$ cat src/rtl/echo_ctrl_pkg.sv
// Shared types and helpers for the Echo_control ping scheduler.
package echo_ctrl_pkg;

  typedef enum logic [2:0] {
    S_IDLE      = 3'd0,
    S_TRIG      = 3'd1,
    S_WAIT_RISE = 3'd2,
    S_MEASURE   = 3'd3,
    S_POST      = 3'd4,
    S_GAP       = 3'd5
  } state_e;

  localparam int RESULT_W = 16;

  // First set mask bit strictly after 'last', wrapping over n channels (n <= 8).
  // Returns 'last' when the mask is empty.
  function automatic int rr_next(input logic [7:0] mask, input int last, input int n);
    int idx;
    int pick;
    pick = last;
    for (int k = 8; k >= 1; k--) begin
      idx = last + k;
      if (idx >= n) idx = idx - n;
      if (k <= n && mask[idx[2:0]]) pick = idx;
    end
    return pick;
  endfunction

endpackage

$ cat src/rtl/echo_tick_prescaler.sv
// Microsecond tick generator. Reload restarts the count so the first tick
// lands exactly DIV cycles after the reload request.
module echo_tick_prescaler #(
  parameter int DIV = 1
) (
  input  logic clk,
  input  logic rst_n,
  input  logic reload,
  output logic tick
);

  localparam int CW = (DIV > 1) ? $clog2(DIV) : 1;
  localparam logic [CW-1:0] LAST = CW'(DIV - 1);

  logic [CW-1:0] cnt;

  assign tick = (cnt == LAST);

  // Free-running divider, restarted on reload or after each tick
  always_ff @(posedge clk or negedge rst_n) begin
    if (!rst_n)               cnt <= '0;
    else if (reload || tick)  cnt <= '0;
    else                      cnt <= cnt + CW'(1);
  end

endmodule

$ cat src/rtl/echo_sensor_scheduler.sv
// Round-robin ultrasonic ping scheduler: one trigger/measurement engine
// shared by NUM_SENSORS channels, one result posted per ping.
module echo_sensor_scheduler
  import echo_ctrl_pkg::*;
#(
  parameter int NUM_SENSORS = 4,
  parameter int CLK_PER_US  = 1,
  parameter int TRIG_US     = 10,
  parameter int TIMEOUT_US  = 30000,
  parameter int GAP_US      = 10000
) (
  input  logic                           CLK,
  input  logic                           RESETN,
  input  logic                           ENABLE,
  input  logic [NUM_SENSORS-1:0]         SENSOR_MASK,
  input  logic [NUM_SENSORS-1:0]         ECHO,
  output logic [NUM_SENSORS-1:0]         TRIG,
  output logic                           BUSY,
  output logic                           RESULT_VALID,
  output logic [$clog2(NUM_SENSORS)-1:0] RESULT_ID,
  output logic [RESULT_W-1:0]            RESULT_US,
  output logic                           RESULT_TIMEOUT
);

  localparam int IDW = $clog2(NUM_SENSORS);
  localparam logic [RESULT_W-1:0] TRIG_LAST = RESULT_W'(TRIG_US - 1);
  localparam logic [RESULT_W-1:0] TMO_LAST  = RESULT_W'(TIMEOUT_US - 1);
  localparam logic [RESULT_W-1:0] TMO_VAL   = RESULT_W'(TIMEOUT_US);
  localparam logic [RESULT_W-1:0] GAP_LAST  = RESULT_W'(GAP_US - 1);

  state_e                   state_q, state_d;
  logic [IDW-1:0]           cur_q, cur_d, last_q, rr_pick;
  logic [RESULT_W-1:0]      cnt_q, width_q, us_d;
  logic [NUM_SENSORS-1:0]   echo_sync_p0, echo_sync_p1, echo_sync_p2;
  logic [NUM_SENSORS-1:0]   trig_d;
  logic                     echo_cur, echo_rise, tick, reload, tmo_hit;
  logic                     busy_d, post_d;

  echo_tick_prescaler #(.DIV(CLK_PER_US)) u_prescaler (
    .clk    (CLK),
    .rst_n  (RESETN),
    .reload (reload),
    .tick   (tick)
  );

  // Two-flop synchronizer plus one history flop for rising-edge detection
  always_ff @(posedge CLK or negedge RESETN) begin
    if (!RESETN) begin
      echo_sync_p0 <= '0;
      echo_sync_p1 <= '0;
      echo_sync_p2 <= '0;
    end else begin
      echo_sync_p0 <= ECHO;
      echo_sync_p1 <= echo_sync_p0;
      echo_sync_p2 <= echo_sync_p1;
    end
  end

  assign echo_cur  = echo_sync_p1[cur_q];
  assign echo_rise = echo_cur & ~echo_sync_p2[cur_q];
  assign tmo_hit   = tick && (cnt_q == TMO_LAST) &&
                     (state_q == S_WAIT_RISE || state_q == S_MEASURE);
  assign reload    = (state_d != state_q);
  assign rr_pick   = IDW'(rr_next(8'(SENSOR_MASK), int'(last_q), NUM_SENSORS));

  // State register, current channel and last-served pointer
  always_ff @(posedge CLK or negedge RESETN) begin
    if (!RESETN) begin
      state_q <= S_IDLE;
      cur_q   <= '0;
      last_q  <= IDW'(NUM_SENSORS - 1);
    end else begin
      state_q <= state_d;
      cur_q   <= cur_d;
      if (state_q == S_POST) last_q <= cur_q;
    end
  end

  // Next-state logic; timeout wins over an echo edge on the same tick
  always_comb begin
    state_d = state_q;
    cur_d   = cur_q;
    case (state_q)
      S_IDLE: begin
        if (ENABLE && (|SENSOR_MASK)) begin
          state_d = S_TRIG;
          cur_d   = rr_pick;
        end
      end
      S_TRIG:      if (tick && cnt_q == TRIG_LAST) state_d = S_WAIT_RISE;
      S_WAIT_RISE: begin
        if (tmo_hit)        state_d = S_POST;
        else if (echo_rise) state_d = S_MEASURE;
      end
      S_MEASURE:   if (tmo_hit || !echo_cur) state_d = S_POST;
      S_POST:      state_d = S_GAP;
      S_GAP:       if (tick && cnt_q == GAP_LAST) state_d = S_IDLE;
      default:     state_d = S_IDLE;
    endcase
  end

  // Tick counter for trigger width, timeout window (spans WAIT_RISE and MEASURE) and gap
  always_ff @(posedge CLK or negedge RESETN) begin
    if (!RESETN)                              cnt_q <= '0;
    else if (reload && state_d != S_MEASURE)  cnt_q <= '0;
    else if (tick && state_q != S_IDLE)       cnt_q <= cnt_q + RESULT_W'(1);
  end

  // Echo width in ticks; the tick that sees the rising edge counts as the first
  always_ff @(posedge CLK or negedge RESETN) begin
    if (!RESETN)
      width_q <= '0;
    else if (reload && state_d == S_WAIT_RISE)
      width_q <= '0;
    else if (tick && ((state_q == S_WAIT_RISE && echo_rise) ||
                      (state_q == S_MEASURE && echo_cur)))
      width_q <= width_q + RESULT_W'(1);
  end

  // Output decode from the upcoming state so every output is a flop
  always_comb begin
    trig_d = '0;
    if (state_d == S_TRIG) trig_d[cur_d] = 1'b1;
    busy_d = (state_d != S_IDLE);
    post_d = (state_d == S_POST);
    us_d   = tmo_hit ? TMO_VAL : width_q;
  end

  // Registered outputs; result fields hold until the next post
  always_ff @(posedge CLK or negedge RESETN) begin
    if (!RESETN) begin
      TRIG           <= '0;
      BUSY           <= 1'b0;
      RESULT_VALID   <= 1'b0;
      RESULT_ID      <= '0;
      RESULT_US      <= '0;
      RESULT_TIMEOUT <= 1'b0;
    end else begin
      TRIG         <= trig_d;
      BUSY         <= busy_d;
      RESULT_VALID <= post_d;
      if (post_d) begin
        RESULT_ID      <= cur_q;
        RESULT_US      <= us_d;
        RESULT_TIMEOUT <= tmo_hit;
      end
    end
  end

endmodule
$ cat config.mk
export PLATFORM = sky130hd
export DESIGN_NAME = echo_sensor_scheduler
export DESIGN_NICKNAME = d
export VERILOG_FILES = /design/src/rtl/echo_ctrl_pkg.sv /design/src/rtl/echo_tick_prescaler.sv /design/src/rtl/echo_sensor_scheduler.sv
export SDC_FILE = /design/constraint.sdc
export NUM_CORES = 1
export LEC_CHECK = 0
export CAP_MARGIN = 20
export CORE_ASPECT_RATIO = 0.75
export CORE_MARGIN = 4
export CORE_UTILIZATION = 35
export CTS_CLUSTER_DIAMETER = 50
export DETAILED_ROUTE_END_ITERATION = 10
export GPL_TIMING_DRIVEN = 1
export HOLD_SLACK_MARGIN = 0.03
export SYNTH_ARGS = -nofsm -noshare
export SYNTH_HDL_FRONTEND = slang
export SYNTH_HIERARCHICAL = 1
export SYNTH_SLANG_ARGS = --single-unit
$ cat constraint.sdc
create_clock -name CLK -period 2.7 [get_ports CLK]
set_clock_uncertainty 0.05 [all_clocks]
set_input_delay 0.54 -clock CLK [delete_from_list [all_inputs] [get_ports CLK]]
set_output_delay 0.54 -clock CLK [all_outputs]
set_load 0.02 [all_outputs]
# Word level (Yosys, flattened, before mapping)
# Index checks and enable logic that the tools add are counted.
# totals
register_bits	77
in_bits	11
output_inout_bits	25
# classes
n_addsub	11
n_lt_le_gt_ge	11
eq_ne	13
muxes	38
bitwise_logic	3
reduce_logical	23
# op_table
op	count
two-way mux 16 bit	5
adder 16 x 1 -> 16 bit, second input constant	2
two-way mux 3 bit	10
case mux 3 bit (6 select lines)	1
== test 16 x 14 -> 1 bit, second input constant	1
== test 16 x 15 -> 1 bit, second input constant	1
== test 16 x 4 -> 1 bit, second input constant	1
less-than comparator 3 x 4 -> 1 bit, second input constant	4
binary-select mux 1 bit (select 3 bit)	4
logical AND 1 bit	12
two-way mux 2 bit	6
subtractor 3 bit, second input constant	4
== test 3 x 2 -> 1 bit, second input constant	3
== test 3 bit, second input constant	3
>= comparator 3 bit, second input constant	3
two-way mux 1 bit	8
adder 2 x 2 -> 3 bit, second input constant	2
== test 3 x 1 -> 1 bit, second input constant	2
less-than comparator 2 x 3 -> 1 bit, second input constant	2
nonzero test 3 bit	2
adder 2 x 3 -> 4 bit, second input constant	1
binary-select mux 1 bit (select 2 bit)	2
>= comparator 4 x 3 -> 1 bit, second input constant	1
logical OR 1 bit	4
other kinds (13)	15

# Longest topological paths before layout
# Gate-level depths: netlist (run 1).
# logic_depth
depth_word	16
ltp_mapped	8
ltp_nobuf	7

# Cells and area by module
# The synthesis (run 1) kept the hierarchy.
# by_module_without_submodules
module	n_inst	cells_each	area_per_inst_um2
echo_sensor_scheduler	1	328	3634.7
echo_tick_prescaler	1	3	32.5

# Least setup slack after synthesis (run 1)
# Ideal clock, no wire load.
# synth_timing
path_type	register to register
start	reg last_q[0]
end	reg TRIG[3]
setup_time_ps	66
arrival_time_ps	2046
required_time_ps	2584
path_slack_ps	537
path_stages_with_launch	9
n_path_buf	1
synth_period_minus_slack_ps	2163
cell_sequence	dfstp_2 -> clkbuf_1 -> inv_1 -> ha_1 -> or2_2 -> o2bb2ai_1 -> a211oi_1 -> a211oi_1 -> and2_1
# synth_between
elab_chain_len	16
word_cells_on_any_way	36
classes_between	add/sub: 8; order compare: 6; mux: 21; reduce/logical: 1
# synth_rtl
element	line_no	rtl
start: declaration	echo_sensor_scheduler.sv:32	logic [IDW-1:0] cur_q, cur_d, last_q, rr_pick;
start signal: assignment	echo_sensor_scheduler.sv:71	last_q <= IDW'(NUM_SENSORS - 1);
start signal: assignment	echo_sensor_scheduler.sv:75	if (state_q == S_POST) last_q <= cur_q;
adder 2 x 3 -> 4 bit	echo_ctrl_pkg.sv:22	idx = last + k;
>= comparator 4 x 3 -> 1 bit or subtractor 3 bit (tied branches)	echo_ctrl_pkg.sv:23	if (idx >= n) idx = idx - n;
two-way mux 3 bit	echo_ctrl_pkg.sv:23	
binary-select mux 1 bit (select 3 bit)	echo_ctrl_pkg.sv:24	if (k <= n && mask[idx[2:0]]) pick = idx;
two-way mux 1 bit (implied by the code)	echo_ctrl_pkg.sv:24	
two-way mux 2 bit (3 in a row)	echo_ctrl_pkg.sv:24	
two-way mux 2 bit *	echo_ctrl_pkg.sv:24	
two-way mux 2 bit *	echo_sensor_scheduler.sv:85	if (ENABLE && (|SENSOR_MASK)) begin
two-way mux 2 bit *	echo_sensor_scheduler.sv:83	case (state_q)
named net cur_d[0]	echo_sensor_scheduler.sv:32	
less-than comparator 2 x 3 -> 1 bit (implied by the code) or >= comparator 2 x 1 -> 1 bit (tied branches)	echo_sensor_scheduler.sv:123	if (state_d == S_TRIG) trig_d[cur_d] = 1'b1;
logical AND 1 bit (implied by the code)	echo_sensor_scheduler.sv:123	
two-way mux 1 bit (implied by the code)	echo_sensor_scheduler.sv:123	
demux 1 bit (select 2 bit) *	echo_sensor_scheduler.sv:123	
two-way mux 4 bit *	echo_sensor_scheduler.sv:123	
named net trig_d[3]	echo_sensor_scheduler.sv:35	logic [NUM_SENSORS-1:0] trig_d;
end signal: assignment	echo_sensor_scheduler.sv:139	TRIG <= trig_d;
end: declaration	echo_sensor_scheduler.sv:17	output logic [NUM_SENSORS-1:0] TRIG,
# Mark *: on every way through the listed nets, which the timed path passes. The rest lies on a longest branch. The select of a mux whose other input is x is not followed.
# A chain may end at the register's enable or synchronous reset.

# Worst setup path in the final report (run 1)
# layout_timing
start	in ENABLE
end	reg TRIG[3]
# layout_between
elab_chain_len	8
word_cells_on_any_way	12
classes_between	order compare: 2; eq/ne: 1; mux: 7; reduce/logical: 2
# layout_rtl
element	line_no	rtl
start: declaration	echo_sensor_scheduler.sv:14	input logic ENABLE,
logical AND 1 bit *	echo_sensor_scheduler.sv:85	
two-way mux 2 bit *	echo_sensor_scheduler.sv:85	
two-way mux 2 bit *	echo_sensor_scheduler.sv:83	
named net cur_d[0]	echo_sensor_scheduler.sv:32	
less-than comparator 2 x 3 -> 1 bit (implied by the code) or >= comparator 2 x 1 -> 1 bit (tied branches)	echo_sensor_scheduler.sv:123	
logical AND 1 bit (implied by the code)	echo_sensor_scheduler.sv:123	
two-way mux 1 bit (implied by the code)	echo_sensor_scheduler.sv:123	
demux 1 bit (select 2 bit) *	echo_sensor_scheduler.sv:123	
two-way mux 4 bit *	echo_sensor_scheduler.sv:123	
named net trig_d[3]	echo_sensor_scheduler.sv:35	
# Mark *: on every way through the listed nets, which the timed path passes. The rest lies on a longest branch.

==> results of run 1 <==
## metrics by stage
step / power [uW] / utilization, % / hold WS [ps] / cell area, um2 / setup TNS, ps
CTS: 3012 / 45.63 / 111.0 / 4531 / 0
detailed placement: 1819 / 42.64 / 290.1 / 4234 / -2413
global route: 3137 / 45.70 / 138.1 / 4538 / 0
floorplan: 1668 / - / 194.4 / 3652 / 0
finish: 2979 / 45.70 / 108.8 / 4538 / 0
global placement: 1809 / 42.64 / 286.1 / 4234 / -1626
## repair_timing
action / in CTS / in global routing
endpoints found under the setup margin: 9 / 8
resized for setup: 1 / 1
gates cloned: 0 / 0
## metal layers
layer | part of all wire [%] | wire, um | vias to the layer above | GRT usage, %
met1 | 53 | 4256 | 1292 | 21.39
met3 | 6.2 | 498 | 11 | 5.330
met5 | 0 | 0 | - | 0
li1 | - | - | 1305 | -
met4 | 1.4 | 112 | 0 | 4.375
met2 | 39 | 3162 | 68 | 19.12
## worst max-delay path: stages
cell and delay (ps):
clkdlybuf4s50_1 490, or4b_1 510, nor2_1 390, nor2_1 120
a211oi_1 550, and2_1 220
## flip-flops by register name, summed over array words and instances (netlist names), 2 cells and up
name,count
RESULT_US,16
cnt_q,16
width_q,16
TRIG,4
echo_sync_p0,4
echo_sync_p1,4
echo_sync_p2,4
state_q,3
RESULT_ID,2
cur_q,2
last_q,2
## cell type report
class | count | area share, %
clock inverter | 6 | 1.406
multi-input combinational | 231 | 36.12
timing repair buffer | 48 | 10.37
tap | 132 | 3.639
inverter | 11 | 0.9098
sequential | 77 | 42.51
clock buffer | 10 | 5.046
## how the worst min path moves through the flow
stage	start	endpoint	slack, ps	depth (start not counted)
floorplan	RESETN	BUSY$_DFF_PN0_	190	0
global placement	echo_sync_p0[3]$_DFF_PN0_	echo_sync_p1[3]$_DFF_PN0_	290	0
detailed placement	echo_sync_p0[1]$_DFF_PN0_	echo_sync_p1[1]$_DFF_PN0_	290	0
CTS	RESETN	state_q[0]$_DFF_PN0_	110	1
global route	RESETN	RESULT_US[7]$_DFFE_PN0P_	140	1
finish	RESETN	width_q[9]$_DFFE_PN0P_	110	1
## power by group through the flow
stage                     combinational (uW)  sequential [uW]  clock [uW]
after floorplan                          282             1390           0
after global routing                     462             1420        1260
after global placement                   397             1410           0
final                                    403             1400        1180
after CTS                                407             1400        1210
after detailed placement                 405             1410           0
==> flow_summary.toml, run 1 <==
[timing]
slew_headroom_pct = 55.69
fin_crit_sh_pct = 96.64
finalCriticalPeriod_ps = 2609
hold_viol = 0
setup_ws_ps = 90.62
setup_viol = 0
rsz0062_at_grt = "no"
slew_viol_final = 0
tightest_slew_ps = 660.6
fmax_ghz = 0.3832

[drt]
drt_pass1_iterations = 4
initialDrtViolationCount = 128
ant_nets = 0
wirelength_um = 8029
wl_per_cell_um = 15.59
drt-vias-per-instance = 5.196
dr_total_vias = 2676
route.detailed.drc = 0

[power]
leakagePower_uw = 0.001942
p_int_uw = 2171
pwr-share-seq_pct = 46.9
cellPowerDensity_nw_per_um2 = 656.5
switching_share_pct = 27.14
p_switching_uw = 808.7
peakVddDrop_mv = 0.3232
pwr-share-comb_pct = 13.5
pwr-share-clk_pct = 39.5

[clocking]
clk_pin_slew_ps = 60
clock_sinks = 77
cts_max_path_buffers = 2
cts_tree = "done"
htree_num_levels = 3
cts_hold_buf = 0
postCtsSetupRepairBufs = 0
clock_latency_ps = 340
cts_buffers = 9
cts_root_buf = "clkbuf_16"

[synth]
avgSynthCellArea_um2 = 11.10
syn_nets = 344
netlist_area_um2 = 3652
synthCells = 329
yosys_warnings = 6

[global_route]
grt_max_degree = 44
grt_pass1_vias = 2634
grt_pass1_wl_um = 13560
grt_use_total_pct = 14.35
antenna_found_initial = 0
overflow = 0

[layout]
diodes = 0
final_cell_mix = "75 x dfrtp_1, 34 x clkdlybuf4s50_1, 29 x nor2_1"
ff_latch_area_um2 = 1929
area_delta_synth_final_pct = 24.25
drive_gt1_share_pct = 16.19
nNetsFinal = 393
stdcell_count = 515
multi_input_area_um2 = 1639
fillers = 934
layout_commonest_cell = "dfrtp_1"

[floorplanning]
io_pins = 36
die_w_um = 126.0
rows = 31
die_y_um = 96.47
core_area_um2 = 9930
initial_core_util_pct = 36.78
dieArea_um2 = 12150

[run]
max_cap_violations = 0

[setup_path]
cp-end-kind = "flop"
path_max_fanout = 5
critPathLaunch = "ENABLE"
startpoint_type = "input port"
worstPathArrival_ps = 2830
crit_end = "TRIG[3]$_DFF_PN0_"
regToRegEndpoint = "cnt_q[15]$_DFFE_PN0P_"
required_ps = 2920
critical_path_class = "input port to flop"
rr_startpoint = "u_prescaler/cnt$_DFF_PN0_"
r2r_cells = 6
r2r_setup_slack_ps = 140

[placed_design]
dpl.cell_count = 499
hpwl_um = 5699
place.gp.congestion = 0.8714
portBuffers = 35
pre_cts_slack_ps = -280.7

[hold_path]
min_path_type = "input port to asynchronous set/reset pin"

[run_status]
status = "complete, no violations"
Note: power is estimated with default switching activity, not from simulation.
==> run 2: changes to the inputs <==
==> constraint.sdc (replaced) <==
create_clock -name CLK -period 2.2 [get_ports CLK]
set_clock_uncertainty 0.05 [all_clocks]
set_input_delay 0.44 -clock CLK [delete_from_list [all_inputs] [get_ports CLK]]
set_output_delay 0.44 -clock CLK [all_outputs]
set_load 0.02 [all_outputs]
==> run 2 against run 1 <==
Compared with the run above: first-iteration DRC count increased by 80%; via count increased by 1.9%; core utilization up 2.5 points; die area unchanged; clock power is 44% higher; sequential share of layout area decreased by 2.2 points; global-route usage up 0.13 points; worst hold slack better by 190 ps; final cell count is 3.9% higher; setup slack got worse by 28 ps; routed wire length is 0.88% higher; combinational power is 44% higher; critical path type is now flop to flop; critical endpoint is now cnt_q[1]$_DFFE_PN0P_; largest cell class unchanged.
==> flow_summary.toml, run 2 (same netlist as run 1, synthesis figures left out) <==
[clocking]
htree_num_levels = 3
cts_max_path_buffers = 2
clock_sinks = 77
cts_tree = "done"
clk_pin_slew_ps = 60
clock_latency_ps = 330
cts_buffers = 9
cts_root_buf = "clkbuf_16"

[drt]
wl_per_cell_um = 15.14
ant_nets = 0
drt-vias-per-instance = 5.099
drt_pass1_iterations = 4
route.detailed.drc = 0
dr_total_vias = 2728
wirelength_um = 8100
initialDrtViolationCount = 230

[setup_path]
rr_startpoint = "u_prescaler/cnt$_DFF_PN0_"
critical_path_class = "flop to flop"
path_max_fanout = 16
startpoint_type = "flop"
required_ps = 2380
regToRegEndpoint = "cnt_q[1]$_DFFE_PN0P_"
worstPathArrival_ps = 2310
r2r_cells = 7
r2r_setup_slack_ps = 60
cp-end-kind = "flop"

[layout]
top_regs = "RESULT_US (16), cnt_q (16), width_q (16)"
layout_commonest_cell = "dfrtp_1"
area_delta_synth_final_pct = 31.00
final_cell_mix = "74 x dfrtp_1, 34 x clkdlybuf4s50_1, 30 x buf_4"
nNetsFinal = 413
drive_gt1_share_pct = 21.84
diodes = 0
utilization_pct = 48.19

[power]
cellPowerDensity_nw_per_um2 = 831.5
peakVddDrop_mv = 0.3862
leakagePower_uw = 0.002073

[global_route]
grt_pass1_vias = 2639
grt_use_total_pct = 14.47
overflow = 0
grt_pass1_wl_um = 13830
grt_max_degree = 45
antenna_found_initial = 0

[floorplanning]
rows = 31
initial_core_util_pct = 36.78
die_w_um = 126.0
die_y_um = 96.47
core_area_um2 = 9930
io_pins = 36
dieArea_um2 = 12150

[timing]
hold_viol = 0
setup_tns_ps = 0
rsz0062_at_grt = "yes"
finalCriticalPeriod_ps = 2137
fmax_ghz = 0.4679
hold_ws_ps = 302.0
slew_viol_final = 0
setup_viol = 0
fin_crit_sh_pct = 97.14

[hold_path]
hp-start = "echo_sync_p0[1]$_DFF_PN0_"
holdPathStages = 0
hold_end = "echo_sync_p1[1]$_DFF_PN0_"
min_path_type = "flop to flop"

[placed_design]
place.gp.congestion = 0.8164
portBuffers = 35
hpwl_um = 5813

[run]
max_cap_violations = 0

[run_status]
status = "complete, no violations"
-- run 2: cell types whose count changed in the layout (fill, tap and decap cells not counted), sizes merged --
| cell | delta |
|---|---|
| inv | +1 |
| clkinv | -2 |
| clkbuf | -1 |
| buf | +19 |
| dlygate4sd3 | +1 |
| bufinv | +2 |
-- run 2: worst max-delay path by stage --
stage / start / slack, ps / depth (start not counted) / endpoint
global route: u_prescaler/cnt$_DFF_PN0_ / -30 / 7 / cnt_q[1]$_DFFE_PN0P_
CTS: u_prescaler/cnt$_DFF_PN0_ / 6 / 7 / cnt_q[1]$_DFFE_PN0P_
detailed placement: ENABLE / -190 / 6 / TRIG[3]$_DFF_PN0_
floorplan: last_q[0]$_DFFE_PN1P_ / 40 / 8 / TRIG[3]$_DFF_PN0_
global placement: SENSOR_MASK[1] / -170 / 9 / cnt_q[1]$_DFFE_PN0P_
finish: u_prescaler/cnt$_DFF_PN0_ / 60 / 7 / cnt_q[1]$_DFFE_PN0P_
-- run 2: stage by stage --
stage	power (uW)	area (um2)	worst slack (ps)	instances
CTS	4011	4750	5.842	535
global route	4171	4785	-32.39	535
detailed placement	2296	4389	-186.9	518
finish	3979	4785	62.96	535
global placement	2274	4389	-165.2	518
floorplan	2048	3652	37.32	329
-- run 2: critical path, cell delays in order (launching register included) --
cell and delay (ps):
dfrtp_1 350, inv_1 60, or3b_4 380, or4_4 520
o311ai_4 230, inv_2 80, buf_12 160, a2111oi_2 190
-- run 2: routing by layer --
layer | global-route usage (%) | up-vias | routed length [um]
met4 | 3.482 | 0 | 73
met5 | 0 | - | 0
met3 | 5.110 | 6 | 515
li1 | - | 1345 | -
met2 | 19.65 | 67 | 3284
met1 | 21.83 | 1310 | 4226
-- run 2: cell type report --
cell class                      count  area, um2
Clock buffer                        9      225.2
Clock inverter                      7      122.6
Fill cell                         928       5145
Inverter                           11      41.29
Multi-Input combinational cell    231       1664
Sequential cell                    77       1931
Tap cell                          132      165.2
Timing Repair Buffer               68      635.6
-- run 2: timing repair --
item / 4_1_cts / 5_1_grt
endpoints found under the hold margin: 5 / 0
pin swaps: 0 / 1
resized for setup: 1 / 7
hold buffers: 1 / 0
buffers inserted: 0 / 0
setup endpoints to repair: 1 / 27
-- run 2: power breakdown --
part / leakage, uW / switching (uW) / internal, uW
logic: 0.000928 / 284 / 295
registers: 0.000983 / 155 / 1550
clock network: 0.000162 / 585 / 1110
==> run 3: changes to the inputs <==
--- a/config.mk
+++ b/config.mk
@@ -5,11 +5,11 @@
 export SDC_FILE = /design/constraint.sdc
 export NUM_CORES = 1
 export LEC_CHECK = 0
+export ABC_CLOCK_PERIOD_IN_PS = 2200
 export CAP_MARGIN = 20
 export CORE_ASPECT_RATIO = 0.75
-export CORE_MARGIN = 4
 export CORE_UTILIZATION = 35
-export CTS_CLUSTER_DIAMETER = 50
+export CTS_CLUSTER_DIAMETER = 80
 export DETAILED_ROUTE_END_ITERATION = 10
 export GPL_TIMING_DRIVEN = 1
 export HOLD_SLACK_MARGIN = 0.03
==> run 3 against run 2 <==
Compared with the run above: critical path depth down 1; combinational power about the same; setup slack worse by 13 ps; design area down 0.78%; core utilization down 0.19 points; flip-flop and latch count unchanged; final cell count down 0.93%; critical path type unchanged; worst hold slack worse by 4.6 ps; sequential power about the same.
==> flow_summary.toml, run 3 (same netlist as run 1, synthesis figures left out) <==
[power]
switching_share_pct = 26.96
pwr-share-comb_pct = 14.9
peakVddDrop_mv = 0.3613
pwr-share-seq_pct = 44.3
pwr-share-clk_pct = 40.8
p_int_uw = 2841
leakagePower_uw = 0.002052
cellPowerDensity_nw_per_um2 = 819.4
p_switching_uw = 1049

[layout]
diodes = 0
final_cell_mix = "75 x dfrtp_1, 34 x clkdlybuf4s50_1, 29 x nor2_1"
top_regs = "RESULT_US (16), cnt_q (16), width_q (16)"
area_delta_synth_final_pct = 29.98
drive_gt1_share_pct = 20.85
utilization_pct = 47.99
nNetsFinal = 408
layout_commonest_cell = "dfrtp_1"

[timing]
fin_crit_sh_pct = 97.75
setup_viol = 0
hold_viol = 0
setup_ws_ps = 49.51
fmax_ghz = 0.4650
slew_viol_final = 0
hold_ws_ps = 297.4
finalCriticalPeriod_ps = 2150
rsz0062_at_grt = "yes"

[setup_path]
crit_slowest_cell = "o41a_2"
regToRegEndpoint = "cnt_q[1]$_DFFE_PN0P_"
r2r_cells = 6
path_max_fanout = 16
critPathLaunch = "cnt_q[1]$_DFFE_PN0P_"
path_cells = "ha_4 > and4_1 > and4_1 > o41a_2 > buf_12 > a2111oi_4"
path_delay_family = "compound AO/OA/AOI/OAI gates"
worstPathArrival_ps = 2330
critical_path.max_stage_delay_ps = 500
critPathMostFrequentCell = "and4_1"
critical_path_class = "flop to flop"
cp-end-kind = "flop"
startpoint_type = "flop"
r2r_setup_slack_ps = 50
required_ps = 2380
rr_startpoint = "cnt_q[1]$_DFFE_PN0P_"
crit_buf_inv = 1

[floorplanning]
initial_core_util_pct = 36.93
core_area_um2 = 9891
die_w_um = 120.0
io_pins = 36
dieArea_um2 = 10850
rows = 31
die_y_um = 90.47

[global_route]
grt_max_degree = 47
antenna_found_initial = 0
grt_use_total_pct = 16.56
grt_pass1_wl_um = 13790
overflow = 0
grt_pass1_vias = 2633

[drt]
route.detailed.drc = 0
wirelength_um = 8181
initialDrtViolationCount = 201
drt-vias-per-instance = 5.057
ant_nets = 0
wl_per_cell_um = 15.44
drt_pass1_iterations = 5
dr_total_vias = 2680

[placed_design]
pre_cts_slack_ps = -249.2
place.gp.congestion = 0.8069
portBuffers = 35
hpwl_um = 5596

[hold_path]
hold_end = "echo_sync_p1[2]$_DFF_PN0_"
holdPathStages = 0
hp-start = "echo_sync_p0[2]$_DFF_PN0_"
min_path_type = "flop to flop"

[clocking]
cts_max_path_buffers = 2
clock_sinks = 77
clk_pin_slew_ps = 60
clock_latency_ps = 330
cts_root_buf = "clkbuf_16"
htree_num_levels = 3
cts_buffers = 9
cts_tree = "done"

[run]
max_cap_violations = 0

[run_status]
status = "complete, no violations"
[run 3: how the worst max path moves through the flow]
stage                            end  cells past startpoint
4_1_cts            TRIG[3]$_DFF_PN0_                      7
2_1_floorplan      TRIG[3]$_DFF_PN0_                      8
5_1_grt         cnt_q[1]$_DFFE_PN0P_                      6
6_report        cnt_q[1]$_DFFE_PN0P_                      6
3_3_place_gp   cnt_q[15]$_DFFE_PN0P_                      6
3_5_place_dp       TRIG[3]$_DFF_PN0_                      7
[run 3: final cells by class]
cell class	count	area, um2
inverters	11	55.05
clock buffers	9	225.2
repair buffers	62	578.1
fillers	896	5144
multi-input cells	231	1689
flip-flops and latches	77	1929
repair inverters	1	6.256
well taps	132	165.2
clock inverters	7	98.84
[run 3: power by group through the flow]
stage | clock [uW] | sequential, uW | combinational [uW]
after CTS | 1630 | 1710 | 540
after global routing | 1680 | 1740 | 654
after detailed placement | 0 | 1730 | 528
after global placement | 0 | 1720 | 518
after floorplan | 0 | 1700 | 346
final | 1590 | 1720 | 579
[run 3: per-layer routing]
| metal | vias to the layer above | part of all wire [%] | track usage (%) |
|---|---|---|---|
| met5 | - | 0 | 0 |
| li1 | 1331 | - | - |
| met2 | 63 | 41 | 21.70 |
| met1 | 1280 | 53 | 25.23 |
| met3 | 6 | 5.1 | 4.798 |
| met4 | 0 | 0.92 | 6.146 |
[run 3: stage by stage]
| step | power [uW] | area, um2 | setup TNS (ps) | std cells |
|---|---|---|---|---|
| floorplan | 2048 | 3652 | 0 | 329 |
| global route | 4078 | 4747 | -76.75 | 530 |
| finish | 3890 | 4747 | 0 | 530 |
| global placement | 2241 | 4324 | -2568 | 511 |
| detailed placement | 2259 | 4324 | -3331 | 511 |
| CTS | 3876 | 4701 | 0 | 530 |
[run 3: timing repair]
action / 4_1_cts / 5_1_grt
pin swaps: 2 / 0
endpoints found under the hold margin: 31 / 0
hold buffers: 1 / 0
setup endpoints to repair: 7 / 19
resized for setup: 5 / 7
cloned: 1 / 0
buffers inserted: 1 / 0
